[src/rtl/johnson_decoder_module_pkg.sv]
// Shared constants, types and widths for the Johnson (twisted-ring) code decoder.
package johnson_decoder_module_pkg;

    localparam int unsigned CODE_W  = 4;
    localparam int unsigned PHASE_W = 3;
    localparam int unsigned RUN_W   = 3;
    localparam int unsigned CNT_W   = 8;

    // Legal 4-bit Johnson states in phase order 0..7
    localparam logic [CODE_W-1:0] CODE_PH0 = 4'b0000;
    localparam logic [CODE_W-1:0] CODE_PH1 = 4'b0001;
    localparam logic [CODE_W-1:0] CODE_PH2 = 4'b0011;
    localparam logic [CODE_W-1:0] CODE_PH3 = 4'b0111;
    localparam logic [CODE_W-1:0] CODE_PH4 = 4'b1111;
    localparam logic [CODE_W-1:0] CODE_PH5 = 4'b1110;
    localparam logic [CODE_W-1:0] CODE_PH6 = 4'b1100;
    localparam logic [CODE_W-1:0] CODE_PH7 = 4'b1000;

    typedef enum logic {
        HUNT   = 1'b0,
        LOCKED = 1'b1
    } state_e;

    typedef struct packed {
        logic               legal;
        logic [PHASE_W-1:0] phase;
    } dec_t;

endpackage : johnson_decoder_module_pkg

[src/rtl/johnson_decoder_module_if.sv]
// Sample input and decoded status bundle between a code source and the decoder.
interface johnson_decoder_module_if;
    import johnson_decoder_module_pkg::*;

    logic               in_valid;
    logic [CODE_W-1:0]  code;
    logic [PHASE_W-1:0] phase;
    logic               phase_valid;
    logic               locked;
    logic               error;
    logic [CNT_W-1:0]   err_count;

    modport master (
        output in_valid,
        output code,
        input  phase,
        input  phase_valid,
        input  locked,
        input  error,
        input  err_count
    );

    modport slave (
        input  in_valid,
        input  code,
        output phase,
        output phase_valid,
        output locked,
        output error,
        output err_count
    );

endinterface : johnson_decoder_module_if

[src/rtl/johnson_decoder_module_decode.sv]
// Combinational map from a 4-bit Johnson code to {legal, phase}.
module johnson_code_decode_module
    import johnson_decoder_module_pkg::*;
(
    input  logic [CODE_W-1:0] code_i,
    output dec_t              dec_c_o
);

    always_comb begin
        dec_c_o = '{legal: 1'b0, phase: '0};
        case (code_i)
            CODE_PH0: dec_c_o = '{legal: 1'b1, phase: PHASE_W'(0)};
            CODE_PH1: dec_c_o = '{legal: 1'b1, phase: PHASE_W'(1)};
            CODE_PH2: dec_c_o = '{legal: 1'b1, phase: PHASE_W'(2)};
            CODE_PH3: dec_c_o = '{legal: 1'b1, phase: PHASE_W'(3)};
            CODE_PH4: dec_c_o = '{legal: 1'b1, phase: PHASE_W'(4)};
            CODE_PH5: dec_c_o = '{legal: 1'b1, phase: PHASE_W'(5)};
            CODE_PH6: dec_c_o = '{legal: 1'b1, phase: PHASE_W'(6)};
            CODE_PH7: dec_c_o = '{legal: 1'b1, phase: PHASE_W'(7)};
            default:  dec_c_o = '{legal: 1'b0, phase: '0};
        endcase
    end

endmodule : johnson_code_decode_module

[src/rtl/johnson_decoder_module.sv]
// Johnson-code sequence tracker: decodes phase, locks after LOCK_COUNT in-order
// steps, and flags illegal or out-of-sequence samples with a saturating tally.
module johnson_decoder_module
    import johnson_decoder_module_pkg::*;
#(
    parameter int unsigned LOCK_COUNT = 2
) (
    input  logic                     clk,
    input  logic                     rst,
    johnson_decoder_module_if.slave  bus
);

    state_e             state_q, state_d;
    logic               has_ref_q, has_ref_d;
    logic [RUN_W-1:0]   run_q, run_d;
    logic [PHASE_W-1:0] phase_q, phase_d;
    logic               phase_valid_q, phase_valid_d;
    logic               locked_q, locked_d;
    logic               error_q, error_d;
    logic [CNT_W-1:0]   err_count_q, err_count_d;

    dec_t               dec;
    logic [PHASE_W-1:0] expected_phase;
    logic [RUN_W-1:0]   run_inc;
    logic [CNT_W-1:0]   err_count_sat;
    logic               in_seq;

    johnson_code_decode_module u_decode (
        .code_i  (bus.code),
        .dec_c_o (dec)
    );

    // The reference phase is always the last legal sample, so phase_q doubles as it.
    assign expected_phase = PHASE_W'(phase_q + PHASE_W'(1));
    assign run_inc        = RUN_W'(run_q + RUN_W'(1));
    assign err_count_sat  = (err_count_q == {CNT_W{1'b1}}) ? err_count_q
                                                            : CNT_W'(err_count_q + CNT_W'(1));
    assign in_seq         = has_ref_q && (dec.phase == expected_phase);

    // Next-state and output decode
    always_comb begin
        state_d       = state_q;
        has_ref_d     = has_ref_q;
        run_d         = run_q;
        phase_d       = phase_q;
        phase_valid_d = 1'b0;
        error_d       = 1'b0;
        err_count_d   = err_count_q;

        if (bus.in_valid) begin
            if (!dec.legal) begin
                error_d     = 1'b1;
                err_count_d = err_count_sat;
                has_ref_d   = 1'b0;
                run_d       = '0;
                state_d     = HUNT;
            end else begin
                phase_valid_d = 1'b1;
                phase_d       = dec.phase;
                has_ref_d     = 1'b1;
                case (state_q)
                    HUNT: begin
                        if (in_seq) begin
                            run_d = run_inc;
                            if (run_inc == RUN_W'(LOCK_COUNT)) begin
                                state_d = LOCKED;
                            end
                        end else begin
                            run_d = '0;
                        end
                    end
                    LOCKED: begin
                        if (!in_seq) begin
                            error_d     = 1'b1;
                            err_count_d = err_count_sat;
                            run_d       = '0;
                            state_d     = HUNT;
                        end
                    end
                    default: begin
                        state_d = HUNT;
                        run_d   = '0;
                    end
                endcase
            end
        end

        locked_d = (state_d == LOCKED);
    end

    // State and output registers
    always_ff @(posedge clk) begin
        if (rst) begin
            state_q       <= HUNT;
            has_ref_q     <= 1'b0;
            run_q         <= '0;
            phase_q       <= '0;
            phase_valid_q <= 1'b0;
            locked_q      <= 1'b0;
            error_q       <= 1'b0;
            err_count_q   <= '0;
        end else begin
            state_q       <= state_d;
            has_ref_q     <= has_ref_d;
            run_q         <= run_d;
            phase_q       <= phase_d;
            phase_valid_q <= phase_valid_d;
            locked_q      <= locked_d;
            error_q       <= error_d;
            err_count_q   <= err_count_d;
        end
    end

    assign bus.phase       = phase_q;
    assign bus.phase_valid = phase_valid_q;
    assign bus.locked      = locked_q;
    assign bus.error       = error_q;
    assign bus.err_count   = err_count_q;

endmodule : johnson_decoder_module

[src/flat_wrapper.sv]
// flat-port wrapper written by rule: the top's interface ports become plain ports
module johnson_decoder_module_flat import johnson_decoder_module_pkg::*;
#(
    parameter int unsigned LOCK_COUNT = 2
)
  (clk, rst, bus_in_valid, bus_code, bus_phase, bus_phase_valid, bus_locked, bus_error, bus_err_count);
  johnson_decoder_module_if bus_i ();
  input  logic clk;
  input  logic rst;
  input wire logic [$bits(bus_i.in_valid)-1:0] bus_in_valid;
  input wire logic [$bits(bus_i.code)-1:0] bus_code;
  output wire logic [$bits(bus_i.phase)-1:0] bus_phase;
  output wire logic [$bits(bus_i.phase_valid)-1:0] bus_phase_valid;
  output wire logic [$bits(bus_i.locked)-1:0] bus_locked;
  output wire logic [$bits(bus_i.error)-1:0] bus_error;
  output wire logic [$bits(bus_i.err_count)-1:0] bus_err_count;
  assign bus_i.in_valid = bus_in_valid;
  assign bus_i.code = bus_code;
  assign bus_phase = bus_i.phase;
  assign bus_phase_valid = bus_i.phase_valid;
  assign bus_locked = bus_i.locked;
  assign bus_error = bus_i.error;
  assign bus_err_count = bus_i.err_count;
  johnson_decoder_module #(.LOCK_COUNT(LOCK_COUNT)) u_core (.clk(clk), .rst(rst), .bus(bus_i));
endmodule
[config.mk]
export PLATFORM = sky130hd
export DESIGN_NAME = johnson_decoder_module_flat
export DESIGN_NICKNAME = d
export VERILOG_FILES = /design/src/rtl/johnson_decoder_module_pkg.sv /design/src/rtl/johnson_decoder_module_if.sv /design/src/rtl/johnson_decoder_module_decode.sv /design/src/rtl/johnson_decoder_module.sv /design/src/flat_wrapper.sv
export SDC_FILE = /design/constraint.sdc
export NUM_CORES = 1
export LEC_CHECK = 0
export CORE_ASPECT_RATIO = 0.9
export CORE_MARGIN = 2
export CORE_UTILIZATION = 53
export CTS_BUF_LIST = sky130_fd_sc_hd__clkbuf_2 sky130_fd_sc_hd__clkbuf_4 sky130_fd_sc_hd__clkbuf_8
export DETAILED_ROUTE_END_ITERATION = 8
export HOLD_SLACK_MARGIN = 0.05
export PLACE_DENSITY = 0.87
export SYNTH_ARGS = -nofsm -noshare
export SYNTH_HDL_FRONTEND = slang
export SYNTH_SLANG_ARGS = --single-unit
[constraint.sdc]
create_clock -name clk -period 3.2 [get_ports clk]
set_clock_uncertainty 0.1 [all_clocks]
set_input_delay 0.48 -clock clk [delete_from_list [all_inputs] [get_ports clk]]
set_output_delay 0.48 -clock clk [all_outputs]
set_load 0.05 [all_outputs]
### Yosys cells after proc, flatten, opt, wreduce, memory -nomap -nowiden

Memory sizes are Yosys's and may differ from the RTL's.
Cells that the tools add are included.
W data, S select, Z words.

| storage, ports and cells | value |
|---|---|
| ROM bits | 64 |
| memories | 1 |
| output and inout port bits | 14 |
| input bits | 7 |
| logic and storage cells | 41 |
| flip-flop bits (word level) | 18 |

| operators by class | value |
|---|---|
| reduce and logical (&&, ||, !) cells | 5 |
| muxes and demuxes | 17 |
| equal/unequal tests | 6 |
| bitwise gates (word level) | 2 |
| $add $sub $neg | 3 |

Memory list:

| name | words | bits a word | rd ports | clocked after Yosys merged registers in | wr ports | RTL line | source |
|---|---|---|---|---|---|---|---|
| (no name shown) | 16 | 4 | 1 | 0 | 0 | johnson_decoder_module_decode.sv:11 | `case (code_i)` |

Operators with widths:

| kind | count |
|---|---|
| $mux W8 | 4 |
| $mux W3 | 3 |
| $add A8 B1 Y8 const B | 1 |
| $eq A8 B8 Y1 const B | 1 |
| $mux W1 | 8 |
| $add A3 B1 Y3 const B | 2 |
| $pmux W3 S2 | 1 |
| $reduce_and A2 Y1 | 2 |
| $eq A3 B2 Y1 const B | 1 |
| $eq A3 B3 Y1 | 1 |
| $ne A3 B3 Y1 const B | 1 |
| $reduce_and A3 Y1 | 1 |
| $ne A2 B1 Y1 const B | 1 |
| $ne A2 B2 Y1 const B | 1 |
| $not A1 Y1 | 2 |
| $pmux W1 S2 | 1 |
| $reduce_or A2 Y1 | 1 |
| $logic_and A1 B1 Y1 | 1 |

### Depth between registers and ports, before layout

Gate-level depths: netlist (run 1).

| depth | value |
|---|---|
| depth after elaboration | 6 |
| mapped depth | 8 |
| depth with buffers taken out | 7 |

### Modules after synthesis

From an unflattened synthesis (run 1), not the netlist that was laid out.

| second synthesis, totals | value |
|---|---|
| cell total of the unflattened synthesis | 118 |
| area, all modules | 1009.7 µm² |

Modules (own cells, without submodules):

| module | area an instance (µm²) | times used | seq. area each (µm²) | cells an instance |
|---|---|---|---|---|
| johnson_decoder_module | 945.9 | 1 | 360.3 | 106 |
| johnson_code_decode_module | 63.8 | 1 | 0.0 | 12 |

### Least setup slack after synthesis (run 1)

OpenSTA, ideal clock, no wires.

| timing | value |
|---|---|
| kind | register -> register |
| start | register u_core.phase_q[0] (netlist: u_core.bus.phase[0]) |
| end | register u_core.err_count_q[0] (netlist: u_core.bus.err_count[0]) |
| path buffers | 1 |
| slack | 0.369 ns |
| required time | 2.979 ns |
| clock period less this slack | 2.831 ns |
| setup time | 0.121 ns |
| arrival | 2.610 ns |
| stages on the path, launching flop included | 9 |
| cells stage by stage | dfxtp_1 ha_1 or3_1 a211o_1 o211a_2 nor4_4 buf_6 nor2_2 mux2_4 |

| between the ends | value |
|---|---|
| longest elaborated chain between the ends | 5 |

RTL lines:

| item | RTL line | source |
|---|---|---|
| from (decl) | johnson_decoder_module.sv:16 | `logic [PHASE_W-1:0] phase_q, phase_d;` |
| from (signal assigned) | johnson_decoder_module.sv:106 | `phase_q <= phase_d;` |
| $add A3 B1 Y3 | johnson_decoder_module.sv:34 | `assign expected_phase = PHASE_W'(phase_q + PHASE_W'(1));` |
| $eq A3 B3 Y1 | johnson_decoder_module.sv:38 | `assign in_seq = has_ref_q && (dec.phase == expected_phase);` |
| $logic_and A1 B1 Y1 | johnson_decoder_module.sv:38 |  |
| $ne A2 B2 Y1 (no source line) | n/a |  |
| $reduce_and A3 Y1 (no source line) | n/a |  |
| to (signal assigned) | johnson_decoder_module.sv:110 | `err_count_q <= err_count_d;` |
| to (decl) | johnson_decoder_module.sv:20 | `logic [CNT_W-1:0] err_count_q, err_count_d;` |

Every way passes these cells.
A chain may end at the register's enable or synchronous reset.

### Final worst setup path (run 1)

| timing | value |
|---|---|
| start | register u_core.phase_q[0] (netlist: u_core.bus.phase[0]) |
| end | register u_core.err_count_q[4] (netlist: u_core.bus.err_count[4]) |

Same word-level chain as after synthesis.

==> results_dict.tcl, run 1 <==
set metrics [dict create \
    yosysSeqAreaShare_pct 32.6 \
    r2r_cells 7 \
    endpoint_kind "register" \
    cts-root-buf "clkbuf_4" \
    wl_per_cell_um 13.9 \
    cts_buffers 3 \
    clk_pin_slew_ps 100 \
    crit-reg2reg-launch "u_core.bus.phase[0]$_SDFFE_PP0P_" \
    maxSlewViolCount 0 \
    ys_warn_count 0 \
    cts_max_level 1 \
    rsz0062_at_grt "no" \
    dpl.hpwl_mm 1.76 \
    io_pins 21 \
    worstHoldStart "u_core.run_q[1]$_SDFFE_PP0P_" \
    grt_usage_pct 21.5 \
    fp.dieH_um 47.3 \
    outcome "finished, final reports clean" \
    ys_types 42 \
    p_leak_nw 0.484 \
    n_antenna_cell 0 \
    grt_max_degree 24 \
    final_hold_viol_count 0 \
    syn_nets 143 \
    place_congestion 0.806 \
    rows 15 \
    ant_nets 0 \
    cts-resized-gates 0 \
    cp_max_fo 9 \
    synthArstFlopShare_pct 0 \
    cts_tree "done" \
    synthCells 132 \
    yosysTopAreaCellShare_pct 32.6 \
    design.die.area_um2 2470 \
    final-setup-viol-count 0 \
    maxSlewHeadroom_pct 47.6 \
    grt_pass1_wl_mm 3.80 \
    firstDrtPassIters 6 \
    postLayoutCoreUtil_pct 68.5 \
    synth-seq-cells 18 \
    cts_buffer_depth 2 \
    dr_total_vias 1039 \
    hold_path_depth 2 \
    die_w_um 52.2 \
    port-buffer-count 20 \
    holdWs_ps 389 \
    crit_type "reg2reg" \
    layout-drive-gt1-share_pct 8.00 \
    final_nets 163 \
    cap_violations 0 \
    synth_area_um2 1110 \
    max_freq_mhz 360 \
    critPathLaunchType "register" \
    coreArea_um2 1950 \
    synth_top_cell_by_area "dfxtp_1" \
    synth_edf_count 0 \
    syn_area_per_cell_um2 8.38 \
    fin_tns_setup_ps 0 \
    critPathArrivalTime_ps 2880 \
    drt-total-wl_mm 2.43 \
    post-route-min-period_ps 2780 \
    grt_pass1_vias 899 \
    grt_overflow 0 \
    drt_iter0_drc 26 \
    min_to "u_core.run_q[1]$_SDFFE_PP0P_" \
    peakVddDrop_mv 0.272 \
    drc 0 \
    worst_pin_slew_ps 784 \
    required_ps 3300 \
    holdCritPathClass "reg2reg" \
    cts.hold.buffers_added 0 \
    period_share_pct 86.9 \
    start_util_pct 56.7 \
    synth_ff_type "dfxtp_1" \
    power_density_nw_per_um2 335 \
    timing.rr.end "u_core.bus.err_count[4]$_SDFFE_PP0P_" \
    insertion_delay_ps 300 \
    rrSetupSlack_ps 420 \
    cts_setup_buffers 0 \
    clock-sinks 18 \
    viasPerCell 5.94 \
    antenna_found_initial 0 \
    synth_area_leaders "dfxtp_1, ha_1, nand2_1, a21oi_1, nor2_1" \
    area_growth_pct 20.8 \
]
## state kept, by name, indices dropped and copies added, names as in the netlist
signal,count
u_core.bus.phase,3
u_core.bus.phase_valid,1
u_core.run_q,3
u_core.state_q,1
u_core.bus.err_count,8
u_core.has_ref_q,1
u_core.bus.error,1
## worst max path at each step
stage                                                      end                              from  slack [ps]
after floorplan           u_core.bus.err_count[0]$_SDFFE_PP0P_  u_core.bus.phase[0]$_SDFFE_PP0P_         370
after global placement    u_core.bus.err_count[4]$_SDFFE_PP0P_                       bus_code[0]         280
after detailed placement  u_core.bus.err_count[4]$_SDFFE_PP0P_                       bus_code[0]         160
after CTS                 u_core.bus.err_count[4]$_SDFFE_PP0P_  u_core.bus.phase[0]$_SDFFE_PP0P_         440
after global routing      u_core.bus.err_count[4]$_SDFFE_PP0P_  u_core.bus.phase[0]$_SDFFE_PP0P_         340
final                     u_core.bus.err_count[4]$_SDFFE_PP0P_  u_core.bus.phase[0]$_SDFFE_PP0P_         420
## cells by family (layout without fill, tap and decap cells)
| kind of cell | count (synthesis) | count (layout) | share of synthesized area (%) |
|---|---|---|---|
| flops | 18 | 18 | 32.6 |
| fa+ha+maj | 4 | 4 | 4.53 |
| simple gates | 58 | 58 | 29.3 |
| xor+xnor | 5 | 5 | 3.96 |
| compound gates | 29 | 29 | 17.0 |
| buf+inv | 11 | 29 | 5.20 |
| mux | 7 | 7 | 7.47 |
## metal layers
layer | wire [um] | vias to the layer above | track usage, %
li1 | - | 505 | -
met5 | 0 | - | 0
met3 | 137 | 4 | 6.05
met2 | 1240 | 40 | 37.2
met4 | 36 | 0 | 12.8
met1 | 1020 | 490 | 24.3
## where the power goes
| part | total, mW | switching [mW] | leakage, nW | internal [mW] |
|---|---|---|---|---|
| sequential | 0.235 | 0.00543 | 0.146 | 0.230 |
| clock | 0.116 | 0.0716 | 0.0138 | 0.0440 |
| combinational | 0.0971 | 0.0581 | 0.325 | 0.0390 |
| total | 0.448 | 0.135 | 0.484 | 0.313 |
## cells in the mapped netlist, types with 2 or more instances
| library cell | n |
|---|---|
| and2_1 | 2 |
| a21oi_1 | 9 |
| xnor2_1 | 4 |
| clkbuf_1 | 5 |
| o31ai_1 | 3 |
| ha_1 | 4 |
| nand2_1 | 13 |
| o21ai_1 | 2 |
| nor2_1 | 11 |
| mux2_1 | 2 |
| nor2b_1 | 4 |
| nor3_1 | 3 |
| nand3_1 | 4 |
| a21boi_0 | 2 |
| o21ai_0 | 2 |
| buf_6 | 2 |
| a211oi_1 | 3 |
| nand4_1 | 2 |
| nor3b_1 | 2 |
| or4_1 | 3 |
| mux2i_1 | 3 |
| mux2_4 | 2 |
| inv_1 | 3 |
| dfxtp_1 | 18 |
| or3_1 | 2 |
| a31oi_1 | 2 |
| nand2b_1 | 5 |
## layout by cell type (no fill, tap or decap), types with 2 or more instances in the layout
cell	synthesis	routed
nand3_1	4	4
nor2_1	11	11
ha_1	4	4
nor3_1	3	3
nor2b_1	4	4
inv_1	3	3
and2_1	2	2
a31oi_1	2	2
nand2_1	13	13
mux2i_1	3	3
nor3b_1	2	2
o21ai_1	2	2
nand2b_1	5	5
or3_1	2	2
or4_1	3	3
clkdlybuf4s50_1	0	20
o31ai_1	3	3
nand4_1	2	2
xnor2_1	4	4
mux2_4	2	2
dfxtp_1	18	18
a21boi_0	2	2
clkbuf_4	0	3
a21oi_1	9	9
o21ai_0	2	2
a211oi_1	3	3
buf_4	0	3
mux2_1	2	2
## worst max-delay path, cell delays in order, from the launching register on
cell and delay (ps):
dfxtp_1 460, ha_1 330, or3_1 320, a211o_1 300
o211a_2 150, nor4_4 530, nor3_1 150, mux2_1 340
## layout make-up
cell class,count,area (um2)
Tap cell,25,31.3
Sequential cell,18,360
Multi-Input combinational cell,103,688
Clock buffer,3,22.5
Timing Repair Buffer,23,223
Fill cell,160,616
Inverter,3,11.3
## stage by stage
stage / total power [mW] / cell area, um2 / cells / setup WS [ps]
final: 0.448 / 1340 / 175 / 421
after global placement: 0.334 / 1310 / 172 / 280
after floorplan: 0.309 / 1110 / 132 / 369
after CTS: 0.447 / 1340 / 175 / 436
after global routing: 0.468 / 1340 / 175 / 340
after detailed placement: 0.337 / 1310 / 172 / 163
Note: power is estimated with default switching activity, not from simulation.
==> inputs of run 2 (changes only) <==
- CORE_MARGIN: 2 -> unset
==> run 2 against run 1 <==
Against the previous run: sequential share of layout area about the same; sequential power about the same; maximum frequency is 2.7% higher; clock-buffer cell count up 1; die area decreased by 7.9%; setup slack improved by 73 ps; clock power grew 23%; first-iteration DRC count shrank 12%; total power is 5.9% higher; critical endpoint is now u_core.bus.err_count[7]$_SDFFE_PP0P_; largest cell class unchanged; largest power group unchanged; highest routed layer unchanged.
==> results_dict.tcl, run 2 (synthesized netlist as in run 1, its figures left out) <==
set metrics [dict create \
    cpMaxStageDelayCell "clkdlybuf4s50_1" \
    crit_chain "clkdlybuf4s50_1 > nand2b_1 > o21ai_0 > a211oi_1 > nor4_4 > buf_4 > or4_1 > a21oi_1" \
    antenna_found_initial 0 \
    p_int_mw 0.337 \
    place_congestion 0.825 \
    ant_nets 0 \
    dpl.hpwl_mm 1.76 \
    insertion_delay_ps 300 \
    place_ws_ps 181 \
    fin_tns_setup_ps 0 \
    p_leak_nw 0.482 \
    layout-drive-gt1-share_pct 7.38 \
    dr_total_vias 1021 \
    clock-sinks 18 \
    wl_per_cell_um 13.7 \
    cts_tree "done" \
    power_density_nw_per_um2 355 \
    final-setup-viol-count 0 \
    total_power_mw 0.474 \
    worst_pin_slew_ps 796 \
    critPathTopFamily "buffers and inverters" \
    coreArea_um2 1930 \
    clk_pin_slew_ps 100 \
    max_freq_mhz 370 \
    cp_num_buf_inv 2 \
    peakVddDrop_mv 0.323 \
    final_cell_area_um2 1340 \
    maxSlewViolCount 0 \
    cts.hold.buffers_added 0 \
    port-buffer-count 20 \
    outcome "finished, final reports clean" \
    design.die.area_um2 2270 \
    cp_max_fo 11 \
    grt_pass1_vias 948 \
    pwr-share-comb_pct 20.3 \
    endpoint_kind "register" \
    post-route-min-period_ps 2710 \
    crit_type "in2reg" \
    critPathArrivalTime_ps 2830 \
    layout_commonest_cell "clkdlybuf4s50_1" \
    die_w_um 50.2 \
    grt_pass1_wl_mm 4.11 \
    holdWs_ps 393 \
    area_growth_pct 20.7 \
    swShare_pct 29.0 \
    largest_register_ffs 8 \
    cts_buffers 3 \
    grt_usage_pct 24.4 \
    io_pins 21 \
    cts_max_level 1 \
    final_hold_viol_count 0 \
    firstDrtPassIters 4 \
    critPathLaunchType "primary input" \
    final_nets 161 \
    fp.dieH_um 45.3 \
    slowest_delay_ps 670 \
    cts_buffer_depth 2 \
    maxSlewHeadroom_pct 46.8 \
    drt_iter0_drc 23 \
    rows 15 \
    required_ps 3330 \
    period_share_pct 84.6 \
    start_util_pct 57.2 \
    final_cell_mix "clkdlybuf4s50_1, dfxtp_1, nand2_1" \
    cap_violations 0 \
    cts-root-buf "clkbuf_4" \
    cts-resized-gates 0 \
    switchingPower_mw 0.137 \
    cts_setup_buffers 0 \
    power_frac_seq_pct 49.6 \
    holdCritPathClass "reg2reg" \
    drc 0 \
    pwr-share-clk_pct 30.1 \
    drt-total-wl_mm 2.39 \
    grt_overflow 0 \
    rsz0062_at_grt "no" \
    setup_ws_ps 494 \
    placed_area_um2 1300 \
    viasPerCell 5.87 \
    grt_max_degree 24 \
    n_antenna_cell 0 \
]
[run 2: cell count changes in the layout (fill, tap and decap cells not counted), sizes merged]
cell and change:
buf -2, clkbuf +1
[run 2: stage by stage]
stage	utilization [%]	std cells
finish	69.1	174
global route	69.1	174
CTS	69.1	174
detailed placement	67.2	170
global placement	67.2	170
floorplan	-	132
[run 2: path summary, 6_finish.rpt]
| kind | to | slack, ps | from | depth (start not counted) |
|---|---|---|---|---|
| worst max-delay path | u_core.bus.err_count[7]$_SDFFE_PP0P_ | 490 | bus_code[3] | 8 |
| worst max register to register | u_core.bus.error$_SDFF_PP0_ | 590 | u_core.bus.phase[0]$_SDFFE_PP0P_ | 8 |
| worst min register to register | u_core.run_q[1]$_SDFFE_PP0P_ | 390 | u_core.run_q[1]$_SDFFE_PP0P_ | 2 |
| worst min-delay path | u_core.run_q[1]$_SDFFE_PP0P_ | 390 | u_core.run_q[1]$_SDFFE_PP0P_ | 2 |
[run 2: tightest hold or removal path, cell delays in order, from the launching register on]
cell and delay (ps):
dfxtp_1 340, nand2_1 60, a21oi_1 50
[run 2: power by group through the flow]
stage	clock network, mW	registers [mW]	logic, mW
after CTS	0.145	0.235	0.0956
final	0.143	0.235	0.0963
after detailed placement	0	0.240	0.0949
after global routing	0.154	0.236	0.104
after floorplan	0	0.257	0.0522
after global placement	0	0.240	0.0918
[run 2: layout make-up]
type | instances | area, um2
inverter | 3 | 11.3
clock buffer | 4 | 36.3
multi-input combinational | 103 | 688
sequential | 18 | 360
tap | 25 | 31.3
timing repair buffer | 21 | 208
fill | 162 | 598
[run 2: layer usage]
layer	vias up	part of all wire, %	track usage, %
met4	0	0.17	5.71
met2	28	50	44.0
li1	508	-	-
met3	2	5.1	8.75
met5	-	0	0
met1	483	45	27.6
